**config.mk**
```make
export PLATFORM = sky130hd
export DESIGN_NAME = router_pkt_tx
export DESIGN_NICKNAME = d
export VERILOG_FILES = /design/src/rtl/router_pkg.sv /design/src/rtl/router_tx_buf.sv /design/src/rtl/router_pkt_tx.sv
export SDC_FILE = /design/constraint.sdc
export NUM_CORES = 1
export LEC_CHECK = 0
export ABC_CLOCK_PERIOD_IN_PS = 2800
export BUFFER_PORTS_ARGS = -buffer_cell sky130_fd_sc_hd__buf_4
export CORE_MARGIN = 2
export CORE_UTILIZATION = 40
export DETAILED_ROUTE_END_ITERATION = 8
export SLEW_MARGIN = 20
export SYNTH_ARGS = -nofsm -noshare
export SYNTH_HDL_FRONTEND = slang
export SYNTH_SLANG_ARGS = --single-unit
```
**constraint.sdc**
```tcl
create_clock -name clk -period 2.8 [get_ports clk]
set_clock_uncertainty 0.1 [all_clocks]
set_input_delay 0.14 -clock clk [delete_from_list [all_inputs] [get_ports clk]]
set_output_delay 0.14 -clock clk [all_outputs]
set_load 0.05 [all_outputs]
```
**src/rtl/router_pkg.sv**
```systemverilog
// Shared types and header layout for the router packet source.
// Header byte is {len, dest}: dest in [1:0], len in [7:2].
package router_pkg;

    localparam int BYTE_W    = 8;
    localparam int DEST_W    = 2;
    localparam int DEST_LSB  = 0;
    localparam int LEN_HDR_W = 6;
    localparam int LEN_LSB   = 2;

    localparam logic [DEST_W-1:0] MAX_DEST = 2'd2;

    typedef enum logic [2:0] {
        S_IDLE,
        S_FILL,
        S_HEADER,
        S_PAYLOAD,
        S_PARITY,
        S_GAP
    } state_t;

    function automatic logic [BYTE_W-1:0] make_header(
        input logic [LEN_HDR_W-1:0] len,
        input logic [DEST_W-1:0]    dest
    );
        logic [BYTE_W-1:0] h;
        h = '0;
        h[LEN_LSB +: LEN_HDR_W] = len;
        h[DEST_LSB +: DEST_W]   = dest;
        return h;
    endfunction

endpackage

```
**src/rtl/router_tx_buf.sv**
```systemverilog
// Payload store for router_pkt_tx: sync write, async read.
// No reset; contents are don't-care until written.
module router_tx_buf
    import router_pkg::*;
#(
    parameter int AW = 6
) (
    input  logic              clk,
    input  logic              we,
    input  logic [AW-1:0]     wr_addr,
    input  logic [BYTE_W-1:0] wr_data,
    input  logic [AW-1:0]     rd_addr,
    output logic [BYTE_W-1:0] rd_data
);

    logic [BYTE_W-1:0] mem [2**AW];

    always_ff @(posedge clk) begin
        if (we) begin
            mem[wr_addr] <= wr_data;
        end
    end

    assign rd_data = mem[rd_addr];

endmodule

```
**src/rtl/router_pkt_tx.sv**
```systemverilog
// Packet source for the router input port: fill, header, payload, parity.
// Optional PKT_TX_PARITY_CORRUPT_EN adds corrupt_parity to invert parity.
module router_pkt_tx
    import router_pkg::*;
#(
    parameter int GAP_CYCLES = 2,
    parameter int LEN_W      = 6
) (
    input  logic              clk,
    input  logic              resetn,
    input  logic              start,
    input  logic [1:0]        start_dest,
    input  logic [LEN_W-1:0]  start_len,
`ifdef PKT_TX_PARITY_CORRUPT_EN
    input  logic              corrupt_parity,
`endif
    output logic              start_rdy,
    input  logic              pl_valid,
    input  logic [BYTE_W-1:0] pl_data,
    output logic              pl_ready,
    input  logic              busy,
    output logic              pkt_valid,
    output logic [BYTE_W-1:0] data_out,
    output logic              tx_done,
    output logic              tx_err
);

    localparam int GW = (GAP_CYCLES > 1) ? $clog2(GAP_CYCLES) : 1;
    localparam logic [GW-1:0] GAP_LAST =
        GW'((GAP_CYCLES > 0) ? GAP_CYCLES - 1 : 0);
    localparam logic [GW-1:0]    GAP_ONE = 1;
    localparam logic [LEN_W-1:0] ONE     = 1;

    state_t state, state_d;

    logic [DEST_W-1:0] dest_q, dest_d;
    logic [LEN_W-1:0]  len_q, len_d;
    logic [LEN_W-1:0]  cnt, cnt_d;
    logic [BYTE_W-1:0] parity, parity_d;
    logic              corrupt_q, corrupt_d;
    logic [GW-1:0]     gap_cnt, gap_d;

    logic              pkt_valid_d;
    logic [BYTE_W-1:0] data_out_d;
    logic              tx_done_d;
    logic              tx_err_d;

    logic              buf_we;
    logic [LEN_W-1:0]  rd_addr;
    logic [BYTE_W-1:0] rd_data;
    logic [BYTE_W-1:0] hdr;
    logic [LEN_W-1:0]  last_idx;

    assign start_rdy = (state == S_IDLE);
    assign pl_ready  = (state == S_FILL);
    assign hdr       = make_header(LEN_HDR_W'(len_q), dest_q);
    assign last_idx  = len_q - ONE;

    // Look one byte ahead so data_out is loaded on the transfer edge.
    assign rd_addr = (state == S_PAYLOAD) ? cnt + ONE : '0;

    router_tx_buf #(
        .AW(LEN_W)
    ) u_buf (
        .clk     (clk),
        .we      (buf_we),
        .wr_addr (cnt),
        .wr_data (pl_data),
        .rd_addr (rd_addr),
        .rd_data (rd_data)
    );

    always_ff @(posedge clk) begin
        if (!resetn) begin
            state     <= S_IDLE;
            dest_q    <= '0;
            len_q     <= '0;
            cnt       <= '0;
            parity    <= '0;
            corrupt_q <= 1'b0;
            gap_cnt   <= '0;
            pkt_valid <= 1'b0;
            data_out  <= '0;
            tx_done   <= 1'b0;
            tx_err    <= 1'b0;
        end else begin
            state     <= state_d;
            dest_q    <= dest_d;
            len_q     <= len_d;
            cnt       <= cnt_d;
            parity    <= parity_d;
            corrupt_q <= corrupt_d;
            gap_cnt   <= gap_d;
            pkt_valid <= pkt_valid_d;
            data_out  <= data_out_d;
            tx_done   <= tx_done_d;
            tx_err    <= tx_err_d;
        end
    end

    always_comb begin
        state_d     = state;
        dest_d      = dest_q;
        len_d       = len_q;
        cnt_d       = cnt;
        parity_d    = parity;
        corrupt_d   = corrupt_q;
        gap_d       = gap_cnt;
        pkt_valid_d = pkt_valid;
        data_out_d  = data_out;
        tx_done_d   = 1'b0;
        tx_err_d    = 1'b0;
        buf_we      = 1'b0;

        unique case (state)
            S_IDLE: begin
                if (start) begin
                    if (start_dest > MAX_DEST || start_len == '0) begin
                        tx_err_d = 1'b1;
                    end else begin
                        dest_d   = start_dest;
                        len_d    = start_len;
                        cnt_d    = '0;
                        parity_d = make_header(LEN_HDR_W'(start_len),
                                               start_dest);
`ifdef PKT_TX_PARITY_CORRUPT_EN
                        corrupt_d = corrupt_parity;
`else
                        corrupt_d = 1'b0;
`endif
                        state_d  = S_FILL;
                    end
                end
            end
            S_FILL: begin
                if (pl_valid) begin
                    buf_we   = 1'b1;
                    parity_d = parity ^ pl_data;
                    if (cnt == last_idx) begin
                        cnt_d       = '0;
                        pkt_valid_d = 1'b1;
                        data_out_d  = hdr;
                        state_d     = S_HEADER;
                    end else begin
                        cnt_d = cnt + ONE;
                    end
                end
            end
            S_HEADER: begin
                if (!busy) begin
                    data_out_d = rd_data;
                    state_d    = S_PAYLOAD;
                end
            end
            S_PAYLOAD: begin
                if (!busy) begin
                    if (cnt == last_idx) begin
                        pkt_valid_d = 1'b0;
                        data_out_d  = corrupt_q ? ~parity : parity;
                        state_d     = S_PARITY;
                    end else begin
                        cnt_d      = cnt + ONE;
                        data_out_d = rd_data;
                    end
                end
            end
            S_PARITY: begin
                if (!busy) begin
                    tx_done_d  = 1'b1;
                    data_out_d = '0;
                    gap_d      = '0;
                    state_d    = (GAP_CYCLES == 0) ? S_IDLE : S_GAP;
                end
            end
            S_GAP: begin
                if (gap_cnt == GAP_LAST) begin
                    state_d = S_IDLE;
                end else begin
                    gap_d = gap_cnt + GAP_ONE;
                end
            end
            default: begin
                state_d = S_IDLE;
            end
        endcase
    end

endmodule

```
# ---- Word level (Yosys, flattened, before mapping)
# Memory sizes are Yosys's and may differ from the RTL's.
# Cells that the tools add are included.
dict set report word_totals {
  register_bits 37
  ramBits 512
  input_bits 21
  out_inout_bits 13
  wordCells 93
  mem_count 1
}
dict set report op_classes {
  n_addsub 3
  n_lt_le_gt_ge 1
  eq_ne 16
  n_mux 43
  n_bitwise 2
  reduce_logical 17
}
# name depth word_bits rd rd_clocked_by_memory_dff write_ports line_no
set memory_table {}
lappend memory_table {u_buf.mem 64 8 1 0 1 router_tx_buf.sv:16} ;# logic [BYTE_W-1:0] mem [2**AW];
# op n
set op_table {}
lappend op_table {{two-way mux 8 bit} 9}
lappend op_table {{two-way mux 6 bit} 7}
lappend op_table {{one-hot mux 8 bit (4 select lines)} 1}
lappend op_table {{two-way mux 3 bit} 9}
lappend op_table {{one-hot mux 3 bit (6 select lines)} 1}
lappend op_table {{one-hot mux 6 bit (3 select lines)} 1}
lappend op_table {{!= test 2 bit (second input constant)} 8}
lappend op_table {{one-hot mux 8 bit (2 select lines)} 1}
lappend op_table {{two-way mux 1 bit} 12}
lappend op_table {{AND reduction 6 bit} 2}
lappend op_table {{AND reduction 9 bit} 1}
lappend op_table {{bitwise XOR 8 bit} 1}
lappend op_table {{adder 6 x 1 -> 6 bit (second input constant)} 1}
lappend op_table {{equality test 3 x 2 -> 1 bit (second input constant)} 2}
lappend op_table {{equality test 3 bit (second input constant)} 2}
lappend op_table {{equality test 6 bit} 1}
lappend op_table {{zero test 6 bit} 1}
lappend op_table {{AND reduction 3 bit} 2}
lappend op_table {{nonzero test 2 bit} 3}
lappend op_table {{subtractor 6 x 1 -> 6 bit (second input constant)} 1}
lappend op_table {{AND reduction 5 bit} 1}
lappend op_table {{!= test 2 x 1 -> 1 bit (second input constant)} 2}
lappend op_table {{one-hot mux 1 bit (2 select lines)} 2}
lappend op_table {{AND reduction 2 bit} 2}
lappend op_table {{9 further kinds} 9}

# ---- Longest topological paths before layout
# Gate-level depths: netlist of run 1.
# An unclocked memory read counts as a cell.
dict set report logic_depth {
  word_depth 6
  mapped_depth 12
  ltp_nobuf 9
}

# ---- Cells and area by module
# A second synthesis of run 1 with hierarchy kept.
dict set report hier_totals {
  hier_cells 1225
  hier_area_um2 22277.6
}
# module instances cells_per_inst area_each_um2
set by_module_without_submodules {}
lappend by_module_without_submodules {router_tx_buf 1 932 20006.7}
lappend by_module_without_submodules {router_pkt_tx 1 293 2270.9}

# ---- Worst setup path after synthesis of run 1
# No wires, ideal clock.
dict set report synth_path {
  path_type {flip-flop to flip-flop}
  startpoint {reg state[0]}
  endpoint {reg parity[0]}
  setup_time_ns 0.065
  t_arrival_ns 2.864
  required_time_ns 2.635
  path_slack_ns -0.230
  path_stages_with_launch 11
  path_buffers 3
  period_less_slack_ns 3.030
  cell_sequence {dfxtp_1 > buf_2 > nor3_1 > nand2_1 > or2_2 > buf_1 > and2_1 > clkbuf_1 > nor2_1 > a21oi_1 > nor2b_1}
}
dict set report synth_via {
  elab_chain_cells 3
  elab_cells_between_ends 8
  cone_classes {4 x eq/ne; 1 x mux; 3 x reduce/logical}
}
# element line_no
set synth_rtl {}
lappend synth_rtl {{from (decl)} router_pkt_tx.sv:34} ;# state_t state, state_d;
lappend synth_rtl {{from (signal assigned)} router_pkt_tx.sv:87} ;# state <= state_d;
lappend synth_rtl {{zero test 3 bit *} --}
lappend synth_rtl {{named net start_rdy} router_pkt_tx.sv:17} ;# output logic start_rdy,
lappend synth_rtl {{!= test 2 bit (no source line) / nonzero test 2 bit (equally long branches)} --}
lappend synth_rtl {{AND reduction 4 bit (no source line)} --}
lappend synth_rtl {{to (signal assigned)} router_pkt_tx.sv:91} ;# parity <= parity_d;
lappend synth_rtl {{to (decl)} router_pkt_tx.sv:39} ;# logic [BYTE_W-1:0] parity, parity_d;
# The timed path passes the listed nets; every way through them passes the cells marked *.
# A chain may end at the register's enable or synchronous reset.

# ---- Worst setup path after layout of run 1
dict set report layout_path {
  startpoint {reg len_q[0]}
  endpoint {reg data_out[6]}
}
dict set report layout_via {
  elab_chain_cells 5
  elab_cells_between_ends 7
  cone_classes {1 x add/sub; 2 x eq/ne; 3 x mux; 1 x reduce/logical}
}
# element line_no
set layout_rtl {}
lappend layout_rtl {{from (decl)} router_pkt_tx.sv:37} ;# logic [LEN_W-1:0] len_q, len_d;
lappend layout_rtl {{from (signal assigned)} router_pkt_tx.sv:89} ;# len_q <= len_d;
lappend layout_rtl {{subtractor 6 x 1 -> 6 bit *} router_pkt_tx.sv:57} ;# assign last_idx = len_q - ONE;
lappend layout_rtl {{equality test 6 bit *} {router_pkt_tx.sv:139, router_pkt_tx.sv:157}}
lappend layout_rtl {{two-way mux 8 bit} router_pkt_tx.sv:157} ;# if (cnt == last_idx) begin
lappend layout_rtl {{two-way mux 8 bit} router_pkt_tx.sv:156} ;# if (!busy) begin
lappend layout_rtl {{one-hot mux 8 bit (4 select lines)} router_pkt_tx.sv:115} ;# unique case (state)
lappend layout_rtl {{to (signal assigned)} router_pkt_tx.sv:95} ;# data_out <= data_out_d;
lappend layout_rtl {{to (decl)} router_pkt_tx.sv:23} ;# output logic [BYTE_W-1:0] data_out,
# Every way passes the cells marked *; elsewhere a longest branch is shown, timed or not. The select of a mux whose other input is x is not followed.

==> metrics.txt, run 1 <==
status=finished, final reports clean; crit path kind=reg2reg; Critical Path AT=3140 ps; filler cell count=4,884; synthesis-to-finish area growth=23.5%; Initial DRC Count=1,726; initial antenna violation count=1; cell repeated most along the worst path=buf_4; crit share post-route=98.1%; Compound-Gate Fraction of Synth Area=13.3%; layout cells sized above 1=23.1%; Mapped Cells=1,645; Worst Hold Class=in2reg; largest net degree at the start of global routing=67; DRC Markers=0; Worst-Skew Late Latency=620 ps; Std-Cell Rows=87; total net switching power=0.00520 W; Hold Path End=u_buf.mem[44][0]; CP max FO=5; Critical R2R Capture=data_out[6]; clk buf depth=3; worst hold stages=1; largest family of logic cells by synthesized area=compound AO/OA/AOI/OAI gates; Die ar.=59,000 sq um; dominant cell type by area after synthesis=edfxtp_1; Bufs and invs on worst path=4; initial core utilization=40.5%; H-Tree Level Count=2; top cells by area, synth=edfxtp_1 (67%), dfxtp_1 (3.2%), nand2_1 (3.1%), mux2i_1 (2.7%), a21oi_1 (2.2%); # port buffers=33; Combinational Power Share=16.1%; total number of yosys warnings=0; number of global-route vias before repair=15,300; vias per cell=5.78; Layout Utilization=50.0%; GPL Wtd Cong=0.906; slew margin rel.=49.9%; Final setup viols=0; max-cap viol count=0; R2R depth=11; synth unique cells=80; Peak VDD IR=0.500 mV; Seq pwr share=46.0%; CTS tree=yes; dpl hpwl=43,000 um; net count after synthesis=1,668; root buffer cell=clkbuf_16; number of enable flip-flop cells after synthesis=512; Max Slew Vio Count=0; Switching Fraction=26.0%; Post-Synth Adder-Cell Area=0.110%; first-pass GRT wire length=98,700 um; All-Layer GR Usage=22.2%; reg2reg start=len_q[0]; Worst Setup Start Kind=flip-flop; HP Start=pl_data[0]; DP Area=25,700 sq um; mux contribution to synthesized area=3.47%; Static Leak=9.43 nW; worst-margin pin slew=752 ps; Fmax achieved=364 MHz; cell family with most CP delay=simple AND/OR/NAND/NOR gates; DIE WIDTH=243 um; Critical Path RT=3190 ps; Fin. Hold Viols=0; Die Y-Extent=243 um; mapped cell area=22,800 sq um; Seq/Total Area, Yosys=70.6%; post-synthesis simple-gate area fraction=9.53%; Final Net Count=1,924; PD cells=709 nW/um^2; Async SR Flop Fraction=0%; CORE AREA=56,400 sq um; DR vias=15,600; crit path cell chain=buf_4, or3_4, or4_4, o211ai_4, buf_6, nor3_2, buf_4, buf_4, a221o_1, a21oi_2, a31oi_1; design area=28,200 sq um; Most used DFF post-synth=edfxtp_1; clk sinks=549; Pint=0.0148 W; CP max stage delay=440 ps; XOR/XNOR Fraction of Synth Area=0.537%; WL final=66,000 um; Wirelength per Cell=24.4 um; Antenna Nets Post-Route=0; fin crit period=2750 ps; post-synth top area share=67.4%; Reg2Reg Setup Slack=50 ps; Setup TNS=0 ps; Clock transition at path regs=60 ps; GRT Residual Overflow=0; Crit. End Element=flip-flop; Num CTS Buffers=57; Top-Level Pins=34; mean post-synth cell area=13.9 sq um; clock share of power=37.9%; worst hold margin=4.26 ps; Antenna diodes=0; drt first pass iters=5; slowest cell on the critical path=or4_4; #FFs+latches synth=549
routing by layer:
layer  wire [um]  vias up  track usage [%]
met5           0        -                0
met4        1810        0             7.00
met3        4420      102             2.55
met2       30700      641             34.9
met1       29100     7889             32.2
li1            -     6971                -
cell families (layout without fill, tap and decap cells):
kind of cell,Yosys count,count (layout)
xor+xnor,14,14
compound gates,416,416
buf+inv,132,429
fa+ha+maj,2,2
simple gates,460,460
flops,549,549
mux,72,72
layout by cell type (no fill, tap or decap), types with 9 or more instances in the layout:
cell,netlist,routed
nand2b_1,12,12
nor2_1,94,89
nand3_1,44,44
a22oi_1,17,17
nor3_1,13,11
edfxtp_1,512,512
a221oi_1,38,35
o22ai_1,9,9
dfxtp_1,37,32
a221o_1,25,25
a21oi_1,100,96
buf_12,0,20
buf_4,4,266
o311ai_0,22,11
o211ai_1,19,19
clkbuf_16,0,59
nor2b_1,36,36
a21o_1,9,9
a311oi_1,13,12
dlygate4sd3_1,0,27
mux2i_1,61,56
a31oi_1,18,15
nor3b_1,9,9
clkbuf_1,73,11
and3_1,9,9
nand2_1,191,191
clkinv_1,1,14
o21ai_0,44,40
o311ai_1,6,16
worst max path at each step:
stage | start | end | slack [ps] | cells after the start
after floorplan | state[2] | u_buf.mem[62][0] | 30 | 8
after CTS | cnt[0] | data_out[3] | -6 | 12
after global routing | len_q[1] | data_out[4] | -30 | 9
final | len_q[0] | data_out[6] | 50 | 11
after detailed placement | cnt[0] | data_out[4] | -240 | 11
after global placement | cnt[0] | data_out[4] | -280 | 11
per-stage QoR:
stage / total power, W / setup WS, ps / cells
after floorplan: 0.0110 / 27.3 / 1645
after global placement: 0.0123 / -275 / 2568
after detailed placement: 0.0123 / -243 / 2568
after CTS: 0.0199 / -5.79 / 2695
after global routing: 0.0206 / -30.3 / 2698
final: 0.0200 / 54.3 / 2698
state kept, by name, summed over array words and instances (netlist names), 2 cells and up:
signal     flops
len_q          6
parity         8
state          3
dest_q         2
u_buf.mem    512
data_out       8
cnt            6
synthesized netlist by cell type, types with 10 or more instances:
cell       number
a311oi_1       13
o211ai_1       19
buf_2          29
a22oi_1        17
a221oi_1       38
o21ai_0        44
dfxtp_1        37
clkbuf_1       73
nand3_1        44
a21oi_1       100
nand2_1       191
a221o_1        25
buf_1          15
a2111oi_0      16
nor2b_1        36
a31oi_1        18
nand2b_1       12
o311ai_0       22
edfxtp_1      512
mux2i_1        61
nor3_1         13
nor2_1         94
or3_1          10
power by group through the flow:
stage                     clock network (W)  logic [W]  registers [W]
final                               0.00757    0.00321        0.00920
after global routing                0.00800    0.00342        0.00920
after floorplan                           0    0.00160        0.00936
after detailed placement                  0    0.00296        0.00935
after global placement                    0    0.00293        0.00935
after CTS                           0.00768    0.00307        0.00918
final cells by class:
class | count | area, sq um | share of cell area [%]
multi-input cells | 964 | 6480 | 23.0
inverters | 10 | 38.8 | 0.138
clock buffers | 70 | 1520 | 5.39
well taps | 756 | 946 | 3.36
clock inverters | 30 | 325 | 1.15
repair buffers | 319 | 2740 | 9.72
flip-flops and latches | 549 | 16100 | 57.2
timing repair:
| item | in CTS | in global routing |
|---|---|---|
| hold endpoints to repair | 275 | 0 |
| gates resized for setup | 33 | 54 |
| hold buffers | 27 | 0 |
| pin swaps | 1 | 8 |
| setup buffers | 0 | 3 |
| setup endpoints to repair | 8 | 9 |
Note: power is estimated with default switching activity, not from simulation.
==> run 2: changes to the inputs <==
Settings changed: CELL_PAD_IN_SITES_DETAIL_PLACEMENT set to 0, CELL_PAD_IN_SITES_GLOBAL_PLACEMENT set to 2, PLACE_DENSITY_LB_ADDON set to 0.1.
==> run 2 against run 1 <==
  * Largest power group unchanged
  * Combinational power is 6.5% higher
  * Die area unchanged
  * Cell count is 1.1% higher
  * Hold slack better by 29 ps
==> metrics.txt, run 2 (same netlist as run 1, synthesis figures left out) <==
Placed Instances=2,582 (+0.55%); DIE WIDTH=243 um (unchanged); initial antenna violation count=1 (unchanged); R2R depth=9 (-2); CORE AREA=56,400 sq um (unchanged); max FFs per register=512 (unchanged); most frequent cells in the layout=edfxtp_1 (512), buf_4 (258), nand2_1 (188); Worst Hold Class=in2reg; DRC Markers=0 (unchanged); Initial DRC Count=1,472 (-15%); max-cap viol count=0 (unchanged); crit path kind=reg2reg; top flop regs=u_buf.mem x512, data_out x8, parity x8; CTS tree=yes; vias per cell=5.75 (-0.50%); PD cells=699 nW/um^2 (-1.4%); Worst-Skew Late Latency=630 ps (about the same); # port buffers=33 (unchanged); initial core utilization=40.5% (unchanged); H-Tree Level Count=2 (unchanged); worst-margin pin slew=774 ps (+22.5 ps); filler cell count=4,902 (+0.37%); most common cell after layout, fill and taps aside=edfxtp_1; Wirelength per Cell=26.5 um (+8.6%); Critical Path RT=3170 ps (-20 ps); largest net degree at the start of global routing=67 (unchanged); WL final=72,400 um (+9.7%); Peak VDD IR=0.551 mV (+10%); dpl hpwl=47,300 um (+9.9%); Layout Utilization=51.0% (+1.1 points); All-Layer GR Usage=24.3% (+2.1 points); Std-Cell Rows=87 (unchanged); status=finished, final reports clean; first-pass GRT wire length=105,000 um (+6.3%); Antenna diodes=0 (unchanged); Setup TNS=0 ps (unchanged); Final Net Count=1,949 (+1.3%); clk sinks=549 (unchanged); GPL Wtd Cong=0.841 (-7.2%); Static Leak=9.66 nW (+2.5%); Die Y-Extent=243 um (unchanged); RSZ-0062 raised after global routing=true; number of global-route vias before repair=15,500 (+1.4%); Critical Path AT=3140 ps (about the same); crit share post-route=98.9% (+0.81 points); Die ar.=59,000 sq um (unchanged); drt first pass iters=5 (unchanged); layout cells sized above 1=25.3% (+2.2 points); clk buf depth=3 (unchanged); Fmax achieved=361 MHz (-0.82%); CP max FO=15 (+10); worst hold stages=1 (unchanged); Max Slew Vio Count=0 (unchanged); Clock transition at path regs=60 ps (about the same); Fin. Hold Viols=0 (unchanged); largest register by flop count=u_buf.mem; Final setup viols=0 (unchanged); Worst Setup Start Kind=flip-flop; synthesis-to-finish area growth=26.1%; root buffer cell=clkbuf_16; DR vias=15,700 (+0.57%); Num CTS Buffers=61 (+7.0%); Antenna Nets Post-Route=0 (unchanged); Crit. End Element=flip-flop; slew margin rel.=48.4% (-1.5 points); Top-Level Pins=34 (unchanged); GRT Residual Overflow=0 (unchanged); fin crit period=2770 ps (+22.7 ps); Final Non-Filler Cells=2,727 (+1.1%)
[run 2: cell types whose count changed in the layout (fill, tap and decap cells not counted), moves of 4 or more]
| cell | previous run | this run |
|---|---|---|
| buf_12 | 20 | 24 |
| buf_4 | 266 | 258 |
| buf_6 | 5 | 23 |
| clkbuf_16 | 59 | 63 |
| nor2_1 | 89 | 83 |
| nor2_2 | 4 | 10 |
| o311ai_0 | 11 | 15 |
| o311ai_1 | 16 | 12 |
[run 2: per-stage QoR]
stage / setup slack, ps / area [sq um] / hold slack, ps / power [W]
after floorplan: 27.3 / 22800 / 139 / 0.0110
after global placement: -267 / 25900 / 327 / 0.0124
after detailed placement: -274 / 25900 / 337 / 0.0124
after CTS: -18.1 / 28400 / 14.6 / 0.0202
after global routing: -75.1 / 28800 / 43.2 / 0.0208
final: 31.6 / 28800 / 33.2 / 0.0201
[run 2: final cells by class]
cell class | count | area (sq um) | share of cell area, %
Clock buffer | 73 | 1570 | 5.46
Clock inverter | 35 | 294 | 1.02
Inverter | 10 | 38.8 | 0.135
Multi-Input combinational cell | 964 | 6680 | 23.2
Sequential cell | 549 | 16100 | 56.0
Tap cell | 756 | 946 | 3.29
Timing Repair Buffer | 340 | 3120 | 10.8
[run 2: timing repair]
item / CTS / global route
gates cloned: 2 / 2
hold endpoints to repair: 197 / 0
gates resized for setup: 64 / 72
endpoints found under the setup margin: 12 / 58
pin swaps: 7 / 19
setup buffers: 5 / 4
hold buffers: 28 / 0
[run 2: critical path, cell delays in order (launching register included)]
cell and delay (ps):
dfxtp_4 370, buf_12 130, nand4bb_4 280, buf_4 200, clkbuf_16 170, a221o_1 310, a21oi_1 170, o32ai_1 110
o31ai_2 550, a41oi_1 190
[run 2: path summary, 6_finish.rpt]
kind	from	end	slack, ps
max	cnt[0]	data_out[2]	30
min	pl_data[2]	u_buf.mem[11][2]	30
max reg2reg	cnt[0]	data_out[2]	30
min reg2reg	pkt_valid	pkt_valid	390
[run 2: power by group]
| part | switching [W] | internal (W) | leakage (nW) |
|---|---|---|---|
| Sequential | 0.0000994 | 0.00907 | 4.90 |
| Combinational | 0.00210 | 0.00132 | 3.85 |
| Clock | 0.00320 | 0.00433 | 0.906 |
| Total | 0.00540 | 0.0147 | 9.66 |
[run 2: routing by layer]
metal	track usage (%)	up-vias	routed length, um
met5	0	-	0
met4	6.69	0	1900
met3	3.68	115	4260
met2	39.1	504	34100
met1	34.3	8015	32200
li1	-	7058	-
==> run 3: changes to the inputs <==
Settings changed: ABC_CLOCK_PERIOD_IN_PS 2800 to 3500.
Clock period 2.8 ns to 3.5 ns, I/O delays scaled along.
==> run 3 against run 2 <==
  * Register-to-register slack improved by 60 ps
  * Wire length shrank 5.0%
  * Flip-flop and latch count unchanged
  * Final area decreased by 6.1%
  * Critical path type unchanged
  * Non-clock buffer count shrank 142
  * Clock power decreased by 16%
  * Hold slack better by 13 ps
==> metrics.txt, run 3 (same netlist as run 1, synthesis figures left out) <==
PD cells=589 nW/um^2 (-16%); DR vias=14,900 (-5.0%); slew margin rel.=34.7% (-14 points); Seq pwr share=46.2% (+0.6 points); most frequent cells in the layout=edfxtp_1 (512), nand2_1 (191), buf_4 (158); clk sinks=549 (unchanged); Final setup viols=0 (unchanged); Layout Utilization=47.9% (-3.1 points); reg2reg start=cnt[0]; top flop regs=u_buf.mem x512, data_out x8, parity x8; Setup TNS=0 ps (unchanged); max-cap viol count=0 (unchanged); most common cell after layout, fill and taps aside=edfxtp_1; initial core utilization=40.5% (unchanged); total net switching power=0.00415 W (-23%); Switching Fraction=26.1% (-0.78 points); register area=16,100 sq um (about the same); CORE AREA=56,400 sq um (unchanged); first-pass GRT wire length=101,000 um (-4.2%); R2R depth=7 (-2); worst-margin pin slew=971 ps (+197 ps); DRC Markers=0 (unchanged); RSZ-0062 raised after global routing=false; Wirelength per Cell=26.6 um (+0.30%); Peak VDD IR=0.400 mV (-27%); CTS tree=yes; Clock transition at path regs=70 ps (about the same); GPL Wtd Cong=0.833 (-0.87%); Die ar.=59,000 sq um (unchanged); Top Metal Used=met4; Std-Cell Rows=87 (unchanged); status=finished, final reports clean; Initial DRC Count=1,338 (-9.1%); clk buf depth=3 (unchanged); Antenna diodes=0 (unchanged); Worst Hold Class=in2reg; Hold Path End=u_buf.mem[37][5]; Combinational Power Share=14.1% (-2.9 points); vias per cell=5.77 (+0.31%); Crit. End Element=flip-flop; Placed Instances=2,451 (-5.1%); met3 wire length=3830 um (-10%); Worst-Skew Late Latency=620 ps (about the same); # port buffers=33 (unchanged); Pint=0.0118 W (-20%); # Post-CTS Setup Buffers=0 (-5); Fmax achieved=294 MHz (-19%); WL final=68,800 um (-5.0%); dpl hpwl=43,700 um (-7.6%); clock share of power=39.7% (+2.3 points); HP Start=pl_data[5]; Fin. Hold Viols=0 (unchanged); Max Slew Vio Count=0 (unchanged); routed wl met2=31,300 um (-8.2%); synthesis-to-finish area growth=18.5%; worst hold margin=45.7 ps (+12.5 ps); Die Y-Extent=243 um (unchanged); worst hold stages=1 (unchanged); Final Non-Filler Cells=2,583 (-5.3%); drt first pass iters=5 (unchanged); largest net degree at the start of global routing=67 (unchanged); CP max FO=16 (+1); total power=0.0159 W (-21%); Antenna Nets Post-Route=0 (unchanged); Met1 Wirelength=32,200 um (about the same); Critical Path RT=3840 ps (+670 ps); filler cell count=5,013 (+2.3%); layout cells sized above 1=16.7% (-8.5 points); multi-input logic area=6250 sq um (-6.5%); GRT Residual Overflow=0 (unchanged); Setup crit start=cnt[0]; crit share post-route=97.3% (-1.5 points); initial antenna violation count=0 (-1); number of global-route vias before repair=14,600 (-5.6%); largest register by flop count=u_buf.mem; DIE WIDTH=243 um (unchanged); Critical R2R Capture=data_out[7]; Static Leak=8.82 nW (-8.6%); Final Net Count=1,803 (-7.5%); H-Tree Level Count=2 (unchanged); root buffer cell=clkbuf_16; Critical Path AT=3750 ps (+610 ps); Top-Level Pins=34 (unchanged); Num CTS Buffers=57 (-6.6%); max FFs per register=512 (unchanged); Reg2Reg Setup Slack=90 ps (+60 ps); crit path kind=reg2reg; fin crit period=3410 ps (+638 ps); Worst Setup Start Kind=flip-flop; All-Layer GR Usage=23.2% (-1.1 points)
[run 3: worst max path at each step]
| stage | cells after the start | slack [ps] | end |
|---|---|---|---|
| detailed placement | 10 | 150 | data_out[0] |
| global placement | 8 | 140 | data_out[5] |
| global route | 10 | 10 | data_out[0] |
| floorplan | 10 | 470 | parity[0] |
| CTS | 10 | 120 | data_out[0] |
| finish | 7 | 90 | data_out[7] |
[run 3: power by group through the flow]
stage | clock network, W | logic [W] | registers (W)
2_1_floorplan | 0 | 0.00128 | 0.00749
3_3_place_gp | 0 | 0.00220 | 0.00749
3_5_place_dp | 0 | 0.00220 | 0.00749
4_1_cts | 0.00646 | 0.00225 | 0.00735
5_1_grt | 0.00670 | 0.00242 | 0.00736
6_report | 0.00632 | 0.00225 | 0.00735
[run 3: cell type report]
cell class	count	share of cell area (%)
multi-input cells	964	23.1
well taps	756	3.50
inverters	10	0.148
clock inverters	43	1.81
repair buffers	198	6.39
clock buffers	63	5.44
flip-flops and latches	549	59.6
[run 3: per-stage QoR]
stage	area, sq um	worst slack [ps]
after floorplan	22800	470
after global placement	24800	145
after detailed placement	24800	154
after CTS	27000	122
after global routing	27000	10.5
final	27000	93.3
[run 3: worst max-delay path: stages, from the launching register on]
cell and delay [ps]:
dfxtp_2 340, ha_1 400, buf_4 240, nor2_2 710, a32o_1 260, o32ai_1 100
o31ai_1 850, a41oi_1 210
[run 3: what timing repair did]
| item | in CTS | in global routing |
|---|---|---|
| resized for setup | 0 | 4 |
| setup endpoints to repair | 0 | 4 |
| endpoints found under the hold margin | 152 | 0 |
| hold buffers | 26 | 0 |
[run 3: routing by layer]
| metal | vias up | GRT usage, % |
|---|---|---|
| met3 | 86 | 3.86 |
| met4 | 0 | 5.81 |
| met1 | 7619 | 34.1 |
| li1 | 6752 | - |
| met5 | - | 0 |
| met2 | 452 | 35.9 |
